## config.mk

```make
export PLATFORM = sky130hd
export DESIGN_NAME = down_counter_tff
export DESIGN_NICKNAME = d
export VERILOG_FILES = /design/src/rtl/down_counter_tff_pkg.sv /design/src/rtl/tff_sync.sv /design/src/rtl/down_counter_tff.sv
export SDC_FILE = /design/constraint.sdc
export NUM_CORES = 1
export LEC_CHECK = 0
export ABC_AREA = 1
export BUFFER_PORTS_ARGS = -buffer_cell sky130_fd_sc_hd__buf_4
export CAP_MARGIN = 20
export CORE_UTILIZATION = 30
export CTS_CLUSTER_SIZE = 12
export DETAILED_ROUTE_END_ITERATION = 8
export GPL_TIMING_DRIVEN = 0
export PLACE_DENSITY_LB_ADDON = 0.08
export SETUP_SLACK_MARGIN = 0.15
export SLEW_MARGIN = 20
export SYNTH_ARGS = -nofsm -noshare
export SYNTH_HDL_FRONTEND = slang
export SYNTH_SLANG_ARGS = --single-unit
```

## constraint.sdc

```tcl
create_clock -name clock -period 2.4 [get_ports clock]
set_clock_uncertainty 0.2 [all_clocks]
set_input_delay 0.48 -clock clock [delete_from_list [all_inputs] [get_ports clock]]
set_output_delay 0.48 -clock clock [all_outputs]
set_load 0.1 [all_outputs]
```

## src/rtl/down_counter_tff_pkg.sv

```systemverilog
// Shared definitions for the T-flip-flop counters.
// Default width and the per-cycle action encoding.
package down_counter_tff_pkg;

  localparam int CNT_WIDTH_DEFAULT = 4;

  typedef enum logic [1:0] {
    ACT_HOLD,
    ACT_LOAD,
    ACT_DEC,
    ACT_UNDER
  } cnt_act_e;

endpackage

```

## src/rtl/tff_sync.sv

```systemverilog
// Single T flip-flop with synchronous active-low clear.
// Toggles on the rising edge when t is high.
module tff_sync (
  output logic q,
  input  logic t,
  input  logic clock,
  input  logic clear_n
);

  // clear wins; otherwise toggle on t
  always_ff @(posedge clock) begin
    if (!clear_n)
      q <= 1'b0;
    else if (t)
      q <= ~q;
  end

endmodule

```

## src/rtl/down_counter_tff.sv

```systemverilog
// Loadable down counter built from T flip-flops.
// Option macro DOWN_COUNTER_RELOAD_EN: auto-reload on underflow.
module down_counter_tff
  import down_counter_tff_pkg::*;
#(
  parameter int WIDTH = CNT_WIDTH_DEFAULT
) (
  input  logic             clock,
  input  logic             clear_n,
  input  logic             enable,
  input  logic             load,
  input  logic [WIDTH-1:0] load_val,
  output logic [WIDTH-1:0] q,
  output logic             zero,
  output logic             underflow,
  output logic             done
);

  cnt_act_e         act;
  logic [WIDTH-1:0] dec;
  logic [WIDTH-1:0] nxt;
  logic [WIDTH-1:0] t;
  logic [WIDTH-1:0] reload_reg;
  logic [WIDTH-1:0] reload_nxt;
  logic             uf_nxt;
  logic             done_nxt;

  assign zero = (q == '0);

  // priority decode: load > enable > hold
  always_comb begin
    act = ACT_HOLD;
    unique case (1'b1)
      load:                     act = ACT_LOAD;
      (!load && enable && !zero): act = ACT_DEC;
      (!load && enable && zero):  act = ACT_UNDER;
      default:                  act = ACT_HOLD;
    endcase
  end

  // borrow chain: bit i flips when all lower bits are 0
  always_comb begin
    logic borrow;
    borrow = 1'b1;
    dec    = '0;
    for (int i = 0; i < WIDTH; i++) begin
      dec[i] = q[i] ^ borrow;
      borrow = borrow & ~q[i];
    end
  end

  // next count, reload value and flags
  always_comb begin
    nxt        = q;
    reload_nxt = reload_reg;
    uf_nxt     = 1'b0;
    done_nxt   = done;
    unique case (act)
      ACT_LOAD: begin
        nxt        = load_val;
        reload_nxt = load_val;
        done_nxt   = 1'b0;
      end
      ACT_DEC: begin
        nxt = dec;
      end
      ACT_UNDER: begin
`ifdef DOWN_COUNTER_RELOAD_EN
        nxt    = reload_reg;
        uf_nxt = 1'b1;
`else
        nxt      = q;
        uf_nxt   = ~done;
        done_nxt = 1'b1;
`endif
      end
      default: begin
        nxt = q;
      end
    endcase
  end

`ifndef DOWN_COUNTER_RELOAD_EN
  logic unused_reload;
  assign unused_reload = ^reload_reg;
`endif

  assign t = q ^ nxt;

  for (genvar i = 0; i < WIDTH; i++) begin : g_bit
    tff_sync u_tff (
      .q       (q[i]),
      .t       (t[i]),
      .clock   (clock),
      .clear_n (clear_n)
    );
  end

  // plain registers for reload value and flags
  always_ff @(posedge clock) begin
    if (!clear_n) begin
      reload_reg <= '0;
      underflow  <= 1'b0;
      done       <= 1'b0;
    end else begin
      reload_reg <= reload_nxt;
      underflow  <= uf_nxt;
      done       <= done_nxt;
    end
  end

endmodule

```

Word-level counts from Yosys, hierarchy flattened
Cells that the tools add are included.
{ "op_classes": {"eq_ne": 3, "muxes": 3, "n_bitwise": 11, "n_reduce_logical": 8} }
{ "op_table": {"columns": ["op", "count"], "rows": [
  ["4-bit case mux with 2 select lines", 1],
  ["2-bit case mux with 3 select lines", 1],
  ["1-bit inverter", 5],
  ["2-bit == test, second input constant", 2],
  ["4-bit logical NOT", 1],
  ["4-bit XOR", 1],
  ["1-bit logical AND", 3],
  ["1-bit XOR", 3],
  ["1-bit AND", 2],
  ["2-bit by 1-bit == test with 1-bit output, second input constant", 1],
  ["1-bit logical NOT", 2],
  ["1-bit case mux with 2 select lines", 1],
  ["2-bit AND reduction", 1],
  ["2-bit nonzero test", 1]
]} }
{ "word_totals": {"regBits": 6, "inputBits": 8, "out_inout_bits": 7} }

Depth between registers and ports, before layout
Gate-level depths: netlist of run 1.
{ "logic_depth": {"depth_word": 7, "ltp_mapped": 10} }

Cells and area by module
From an unflattened synthesis of run 1, not the netlist that was laid out.
{ "hier_totals": {"hier_cells": 68, "hier_area_um2": 414.1} }
{ "by_module_without_submodules": {"columns": ["module", "n_inst", "cells_each", "area_each_um2", "seq_area_each_um2"], "rows": [
  ["down_counter_tff", 1, 48, 274.0, 40.0],
  ["tff_sync", 4, 5, 35.0, 20.0]
]} }

Worst setup path before layout of run 1
Ideal clock, no wire load.
{ "synth_timing": {"path_kind": "register -> output", "start": "register g_bit[0].u_tff.q", "end": "output port zero", "arrival_time_ns": 1.197, "required_ns": 1.720, "slack_ns": 0.523, "stages_incl_launch_ff": 5, "cell_sequence": "dfxtp_1 > inv_1 > ha_1 > nand2_1 > inv_1"} }
{ "synth_between": {"elab_chain_len": 1} }
{ "synth_lines": {"columns": ["element", "line_no", "text"], "rows": [
  ["start, declared", "tff_sync.sv:4", "output logic q,"],
  ["start signal, assigned", "tff_sync.sv:15", "q <= ~q;"],
  ["4-bit logical NOT", "down_counter_tff.sv:28", "assign zero = (q == '0);"],
  ["end, declared", "down_counter_tff.sv:14", "output logic zero,"]
]} }
Every way passes these cells.

Worst setup path after layout of run 1
Ends and elaborated chain as after synthesis.

==> results of run 1 <==
==> power by group through the flow <==
stage	Combinational (mW)	Sequential, mW	Clock, mW
6_report	0.245	0.122	0.0938
5_1_grt	0.266	0.124	0.102
4_1_cts	0.247	0.122	0.0974
3_5_place_dp	0.246	0.124	0
3_3_place_gp	0.246	0.124	0
2_1_floorplan	0.183	0.139	0
==> flip-flops by register name, indices dropped and copies added (netlist names) <==
name / flops
g_bit.u_tff.q: 4
underflow: 1
done: 1
==> final cells by class <==
class | instances | share of cell area
Buffer | 4 | 0.0552
Clock buffer | 3 | 0.0414
Inverter | 14 | 0.0966
Multi-Input combinational cell | 35 | 0.361
Sequential cell | 6 | 0.221
Tap cell | 14 | 0.0322
Timing Repair Buffer | 14 | 0.193
==> cells in the mapped netlist <==
cell type | count | area, µm²
a21oi_1 | 7 | 35.0
buf_4 | 4 | 30.0
dfxtp_1 | 6 | 120
ha_1 | 4 | 50.1
inv_1 | 13 | 48.8
inv_2 | 1 | 3.75
nand2_1 | 10 | 37.5
nand3_1 | 1 | 5.00
nand3_2 | 2 | 20.0
nor2_1 | 6 | 22.5
nor2_2 | 1 | 6.26
o21ai_0 | 4 | 20.0
==> layer usage <==
layer,global-route usage,vias up,wire length (µm)
li1,-,214,-
met1,0.178,154,352
met2,0.153,15,301
met3,0.0174,2,67
met4,0.129,0,12
met5,0,-,0
==> worst max-delay path: cells and delay by family, from the launching register on <==
family	cells	cell delay, ns
buffers and inverters	3	0.39
AND/OR/NAND/NOR	1	0.07
adder cells (fa/ha/maj)	1	0.21
flip-flops	1	0.31
==> how the worst max path moves through the flow <==
stage,startpoint,endpoint,slack (ns),cells after the start
after global placement,g_bit[0].u_tff.q,g_bit[1].u_tff.q,0.56,9
after detailed placement,g_bit[0].u_tff.q,g_bit[2].u_tff.q,0.57,9
after CTS,g_bit[0].u_tff.q,zero,0.47,5
after floorplan,g_bit[0].u_tff.q,zero,0.52,4
after global routing,g_bit[0].u_tff.q,g_bit[2].u_tff.q,0.39,9
final,g_bit[0].u_tff.q,zero,0.49,5
==> cell families after synthesis <==
group	Yosys count
simple gates	20
flops	6
fa+ha+maj	4
compound gates	11
buf+inv	18
==> impl_metrics.json, run 1 <==
{
  "status": "finished, final reports clean",
  "synthXorXnorAreaFrac": 0,
  "cts_buffers": 3,
  "h-tree-depth": 1,
  "grt_pass1_vias": 319,
  "synth_fa_ha_area_frac": 0.125,
  "timing.final.crit_period_ns": 1.91,
  "critPathCaptureType": "primary output",
  "root_buffer": "clkbuf_4",
  "grt_pass1_wl_um": 1200,
  "layout_setup_ws_ns": 0.485,
  "power_density_nw_per_um2": 846,
  "area_growth_pct": 36.4,
  "holdCritStartpoint": "done",
  "crit_path_max_incr_delay_ns": 0.31,
  "gp_congestion": 0.727,
  "drive_gt1_frac": 0.329,
  "io_buffers": 14,
  "multi_input_area_um2": 196,
  "io_pins": 15,
  "dieArea_um2": 1480,
  "min_path_cells": 1,
  "yosysWarnings": 0,
  "die_y_um": 38.5,
  "postRouteAntennaNets": 0,
  "critPathLaunchType": "register",
  "cap_violations": 0,
  "design.core.area_um2": 1170,
  "placed_area_um2": 522,
  "start_util": 0.341,
  "syn-num-nets": 71,
  "drt-initial-drc-count": 6,
  "vias": 385,
  "cts_tree": "done",
  "finalSetupTns_ns": 0,
  "vdd_drop_max_v": 0.000289,
  "min_period_over_period": 0.798,
  "rr_endpoint": "g_bit[1].u_tff.q",
  "dp_hpwl_um": 579,
  "cts.path.max_buffers": 2,
  "crit_path_cell_trace": "inv_1, ha_1, nand2_1, inv_1, buf_4",
  "wl_per_cell_um": 8.16,
  "track_usage": 0.126,
  "synth_simple_gate_area_frac": 0.229,
  "syn-instance-count": 59,
  "p_leak_nw": 0.309,
  "via_per_inst": 4.28,
  "r2r_start": "g_bit[0].u_tff.q",
  "r2r_slack_ns": 0.57,
  "final_common_cell": "buf_4",
  "drt-total-wl_um": 734,
  "p_int_mw": 0.237,
  "dp_slack_ns": 0.570,
  "layout_common_cells": "buf_4 (18), inv_1 (13), nand2_1 (10)",
  "power_mw": 0.461,
  "hold_buffers": 0,
  "worstMarginPinSlew_ns": 0.279,
  "finalHoldViolCount": 0,
  "ys_types": 12,
  "crit_type": "reg2out",
  "netlist_area_um2": 399,
  "synthMuxAreaShare": 0,
  "synth-compound-area-share": 0.138,
  "seqCellArea_um2": 120,
  "instances_no_fill": 90,
  "clk_latency_ns": 0.25,
  "swShare": 0.485,
  "setup_violations": 0,
  "worstPathRequired_ns": 1.72,
  "grt_max_degree": 7,
  "cp_max_fo": 3,
  "synth_top_family_by_area": "simple AND/OR/NAND/NOR gates",
  "synth-seq-cells": 6,
  "clock.fmax_mhz": 522,
  "postSynthAreaPerCell_um2": 6.76,
  "crit_path_top_delay_cell": "dfxtp_1",
  "clockPowerShare": 0.204,
  "first_pass_iters": 4,
  "rsz0062_at_grt": "no",
  "cts_resized": 0,
  "postCtsSetupRepairBufs": 0,
  "drv_slew": 0,
  "rows": 12,
  "path_common_cell": "inv_1",
  "p_seq_frac": 0.265,
  "post-route-drc-count": 0,
  "hold_path.class": "reg2reg",
  "crit_arrival_ns": 1.23,
  "dp.cells": 87,
  "yosysSeqAreaShare": 0.301,
  "hold_end": "underflow",
  "fin_area_um2": 544,
  "clk_pin_slew_ns": 0.05,
  "gr-total-overflow": 0,
  "slew_headroom": 0.816,
  "ff2ff_path_depth": 9,
  "antennaDiodeCount": 0,
  "clock_sink_count": 6,
  "nets": 90,
  "power.switching_mw": 0.224,
  "p_comb_frac": 0.532,
  "die_w_um": 38.5,
  "antenna_found_initial": 0,
  "fillCellCount": 129,
  "final_util": 0.465,
  "fin_hold_ws_ns": 0.237
}
No activity file was read; power rests on OpenSTA's default activity.
==> inputs of run 2 (changes only) <==
- clock period: 2.4 -> 1.7 ns (I/O delays scaled with it)
==> run 2 against run 1 <==
Net effect: worst hold slack worse by 0.083 ns; critical path depth unchanged; combinational power up 89%; clock-buffer cell count unchanged; sequential share of layout area down 3.6 points; final cell count up 5.6%; worst setup slack worse by 0.44 ns; critical endpoint unchanged; largest cell class unchanged; highest routed layer unchanged.
==> impl_metrics.json, run 2 (synthesized netlist as in run 1, its figures left out) <==
{
  "start_util": 0.341,
  "crit_path_cell_trace": "inv_2, ha_4, nand2_4, clkinvlp_4, buf_12",
  "critPathCaptureType": "primary output",
  "critPathLaunchType": "register",
  "drt-total-wl_um": 854,
  "worstMarginPinSlew_ns": 0.279,
  "power_density_nw_per_um2": 1150,
  "dp_slack_ns": 0.0202,
  "fin_hold_ws_ns": 0.155,
  "cp_max_fo": 3,
  "clk_pin_slew_ns": 0.05,
  "grt_pass1_wl_um": 1280,
  "hold_path.class": "in2reg",
  "rows": 12,
  "die_w_um": 38.5,
  "gp_congestion": 0.720,
  "worstPathRequired_ns": 1.16,
  "timing.final.crit_period_ns": 1.65,
  "largest-register": "g_bit.u_tff.q",
  "via_per_inst": 4.26,
  "slew_headroom": 0.816,
  "largest_register_ffs": 4,
  "h-tree-depth": 1,
  "layout_common_cells": "buf_4 (18), nand2_1 (8), inv_1 (7), a21oi_1 (7), nor2_1 (6)",
  "io_pins": 15,
  "setup_violations": 0,
  "final_util": 0.573,
  "nets": 95,
  "cap_violations": 0,
  "finalSetupTns_ns": 0,
  "cts_buffers": 3,
  "antenna_found_initial": 0,
  "finalHoldViolCount": 0,
  "first_pass_iters": 2,
  "track_usage": 0.134,
  "wl_met2_um": 401,
  "area_growth_pct": 68.0,
  "final_common_cell": "buf_4",
  "crit_path_max_incr_delay_ns": 0.33,
  "crit_path_top_delay_cell": "dfxtp_2",
  "layout_setup_ws_ns": 0.0488,
  "fin_area_um2": 671,
  "vias": 405,
  "antennaDiodeCount": 0,
  "die_y_um": 38.5,
  "cts_tree": "done",
  "postRouteAntennaNets": 0,
  "drv_slew": 0,
  "grt_max_degree": 7,
  "wl_met3_um": 26,
  "clock.fmax_mhz": 606,
  "largest_registers": "g_bit.u_tff.q x4, done x1, underflow x1",
  "status": "finished, final reports clean",
  "crit_arrival_ns": 1.11,
  "io_buffers": 14,
  "gr-total-overflow": 0,
  "clk_latency_ns": 0.25,
  "design.core.area_um2": 1170,
  "cts.path.max_buffers": 2,
  "rsz0062_at_grt": "yes",
  "p_leak_nw": 0.340,
  "crit_type": "reg2out",
  "wl_per_cell_um": 8.99,
  "wl_met1_um": 387,
  "vdd_drop_max_v": 0.000541,
  "drt-initial-drc-count": 7,
  "drive_gt1_frac": 0.531,
  "post-route-drc-count": 0,
  "dieArea_um2": 1480,
  "placed_area_um2": 553,
  "clock_sink_count": 6,
  "routed.top_layer": "met4",
  "dp_hpwl_um": 617,
  "grt_pass1_vias": 346,
  "root_buffer": "clkbuf_4",
  "min_period_over_period": 0.971
}
## run 2: what timing repair did
item                                   in CTS  in global routing
pin swaps                                   0                  6
gates resized for setup                    12                 10
endpoints found under the hold margin       0                  0
hold buffers                                0                  0
cloned                                      0                  0
buffers inserted                            2                  3
setup endpoints to repair                   7                  8
## run 2: routing by layer
| layer | vias up | global-route usage |
|---|---|---|
| met3 | 4 | 0.0174 |
| met5 | - | 0 |
| met1 | 167 | 0.149 |
| met2 | 10 | 0.203 |
| met4 | 0 | 0.155 |
| li1 | 224 | - |
## run 2: final timing paths
check | from | endpoint | slack, ns | depth (start not counted)
worst min-delay path | clear_n | underflow | 0.15 | 3
worst max-delay path | g_bit[0].u_tff.q | zero | 0.05 | 5
worst max register to register | g_bit[0].u_tff.q | g_bit[1].u_tff.q | 0.10 | 9
worst min register to register | done | underflow | 0.24 | 1
## run 2: cell type report
class,count,area [µm²]
clock buffers,3,22.5
inverters,14,58.8
fillers,109,500
well taps,14,17.5
flip-flops and latches,6,124
plain buffers,4,30.0
multi-input cells,35,244
repair buffers,19,174
## run 2: metrics by stage
stage | total power [mW] | cells
4_1_cts | 0.729 | 92
3_3_place_gp | 0.549 | 87
6_report | 0.771 | 95
3_5_place_dp | 0.551 | 87
2_1_floorplan | 0.479 | 59
5_1_grt | 0.813 | 95
## run 2: where the power goes
part	internal (mW)	switching, mW	leakage (nW)
logic	0.174	0.288	0.276
clock network	0.0799	0.0521	0.0138
registers	0.160	0.0162	0.0505
total	0.415	0.356	0.340
## run 2: worst max-delay path, delay by kind of cell, from the launching register on
kind	cells	cell delay, ns
and+or+nand+nor	1	0.06
DFF	1	0.33
buffers and inverters	3	0.30
adders and majority gates	1	0.17
==> inputs of run 3 (changes only) <==
- CELL_PAD_IN_SITES_DETAIL_PLACEMENT: unset -> 0
- CELL_PAD_IN_SITES_GLOBAL_PLACEMENT: unset -> 1
- CORE_UTILIZATION: 30 -> 27
==> run 3 against run 2 <==
Net effect: clock-buffer cell count is the same; sequential share of layout area fell by 0.32 points; sequential power about the same; first-iteration DRC count shrank 29%; via count rose by 1.7%; die area is 11% higher; largest power group unchanged; flip-flop and latch count stayed put; final cell count increased by 1.1%; non-clock buffer count unchanged; highest routed layer unchanged.
==> impl_metrics.json, run 3 (synthesized netlist as in run 1, its figures left out) <==
{
  "status": "finished, final reports clean",
  "io_buffers": 14,
  "die_y_um": 40.5,
  "nets": 95,
  "drive_gt1_frac": 0.580,
  "design.core.area_um2": 1330,
  "rsz0062_at_grt": "yes",
  "p_leak_nw": 0.343,
  "drt-total-wl_um": 856,
  "dp_slack_ns": 0.0233,
  "drt-initial-drc-count": 5,
  "ff2ff_path_depth": 9,
  "track_usage": 0.133,
  "timing.final.crit_period_ns": 1.65,
  "worstMarginPinSlew_ns": 0.276,
  "largest_registers": "g_bit.u_tff.q x4, done x1, underflow x1",
  "antenna_found_initial": 0,
  "power.switching_mw": 0.365,
  "vias": 412,
  "cts_buffers": 3,
  "largest-register": "g_bit.u_tff.q",
  "layout_setup_ws_ns": 0.0453,
  "p_comb_frac": 0.598,
  "rows": 13,
  "p_int_mw": 0.419,
  "finalSetupTns_ns": 0,
  "min_path_cells": 3,
  "first_pass_iters": 3,
  "power_mw": 0.784,
  "start_util": 0.299,
  "finalHoldViolCount": 0,
  "final_common_cell": "buf_4",
  "clock.fmax_mhz": 604,
  "r2r_slack_ns": 0.10,
  "root_buffer": "clkbuf_4",
  "gr-total-overflow": 0,
  "h-tree-depth": 1,
  "dp_hpwl_um": 633,
  "p_seq_frac": 0.227,
  "via_per_inst": 4.29,
  "io_pins": 15,
  "fillCellCount": 138,
  "dieArea_um2": 1640,
  "largest_register_ffs": 4,
  "cts.path.max_buffers": 2,
  "final_util": 0.517,
  "rr_endpoint": "g_bit[1].u_tff.q",
  "worstPathRequired_ns": 1.16,
  "hold_end": "g_bit[2].u_tff.q",
  "drv_slew": 0,
  "clk_latency_ns": 0.25,
  "min_period_over_period": 0.973,
  "crit_arrival_ns": 1.11,
  "cap_violations": 0,
  "crit_type": "reg2out",
  "gp_congestion": 0.694,
  "holdCritStartpoint": "clear_n",
  "critPathLaunchType": "register",
  "clockPowerShare": 0.175,
  "vdd_drop_max_v": 0.000445,
  "clk_pin_slew_ns": 0.05,
  "grt_pass1_wl_um": 1380,
  "cp_max_fo": 3,
  "wl_per_cell_um": 8.92,
  "grt_max_degree": 7,
  "swShare": 0.465,
  "antennaDiodeCount": 0,
  "hold_path.class": "in2reg",
  "die_w_um": 40.5,
  "setup_violations": 0,
  "post-route-drc-count": 0,
  "postRouteAntennaNets": 0,
  "layout_common_cells": "buf_4 (18), nand2_1 (8), inv_1 (7)",
  "r2r_start": "g_bit[0].u_tff.q",
  "slew_headroom": 0.815,
  "cts_tree": "done",
  "critPathCaptureType": "primary output",
  "power_density_nw_per_um2": 1140,
  "clock_sink_count": 6,
  "grt_pass1_vias": 355,
  "area_growth_pct": 72.7
}
run 3: cell count changes in the layout (fill, tap and decap cells not counted):
| cell | before | now |
|---|---|---|
| a21oi_2 | 0 | 2 |
| dfxtp_1 | 3 | 2 |
| o21ai_1 | 3 | 2 |
| buf_8 | 1 | 0 |
| buf_12 | 1 | 2 |
| o21ai_2 | 0 | 1 |
| dfxtp_2 | 3 | 4 |
| a21oi_1 | 7 | 5 |
run 3: how the worst max path moves through the flow:
stage,start,end,depth (start not counted)
final,g_bit[0].u_tff.q,zero,5
after global routing,g_bit[0].u_tff.q,zero,5
after CTS,g_bit[0].u_tff.q,zero,5
after detailed placement,g_bit[1].u_tff.q,g_bit[1].u_tff.q,9
after global placement,g_bit[1].u_tff.q,g_bit[1].u_tff.q,9
after floorplan,g_bit[1].u_tff.q,g_bit[1].u_tff.q,9
run 3: timing repair:
| item | 4_1_cts | 5_1_grt |
|---|---|---|
| hold buffers | 0 | 0 |
| gates resized for setup | 12 | 15 |
| buffers inserted | 2 | 3 |
| setup endpoints to repair | 7 | 9 |
| cloned | 0 | 0 |
| pin swaps | 0 | 8 |
run 3: power by group through the flow:
stage	Clock, mW	Combinational [mW]	Sequential [mW]
final	0.137	0.469	0.178
after global routing	0.149	0.500	0.180
after CTS	0.147	0.417	0.174
after detailed placement	0	0.375	0.176
after global placement	0	0.375	0.177
after floorplan	0	0.282	0.197
run 3: layout make-up:
| cell class | instances | area (µm²) | area share |
|---|---|---|---|
| inverter | 14 | 58.8 | 0.0853 |
| sequential | 6 | 125 | 0.181 |
| buffer | 4 | 30.0 | 0.0436 |
| tap | 15 | 18.8 | 0.0272 |
| multi-input combinational | 35 | 255 | 0.370 |
| clock buffer | 3 | 22.5 | 0.0327 |
| timing repair buffer | 19 | 179 | 0.260 |
run 3: metal layers:
| metal | vias up | track usage | share of wire |
|---|---|---|---|
| met5 | - | 0 | 0 |
| met2 | 11 | 0.187 | 0.45 |
| li1 | 223 | - | - |
| met4 | 0 | 0.125 | 0.027 |
| met1 | 174 | 0.171 | 0.48 |
| met3 | 4 | 0.0167 | 0.042 |
run 3: worst max-delay path: stages (launching register included):
cell and delay (ns):
dfxtp_2 0.33, inv_2 0.05, ha_4 0.18, nand2_4 0.06, clkinvlp_4 0.08, buf_12 0.17
run 3: through the flow:
step	hold WS (ns)	area, µm²	std cells
final	0.139	689	96
after global routing	0.145	689	96
after CTS	0.155	617	93
after detailed placement	0.238	554	88
after global placement	0.234	554	88
after floorplan	0.261	430	59
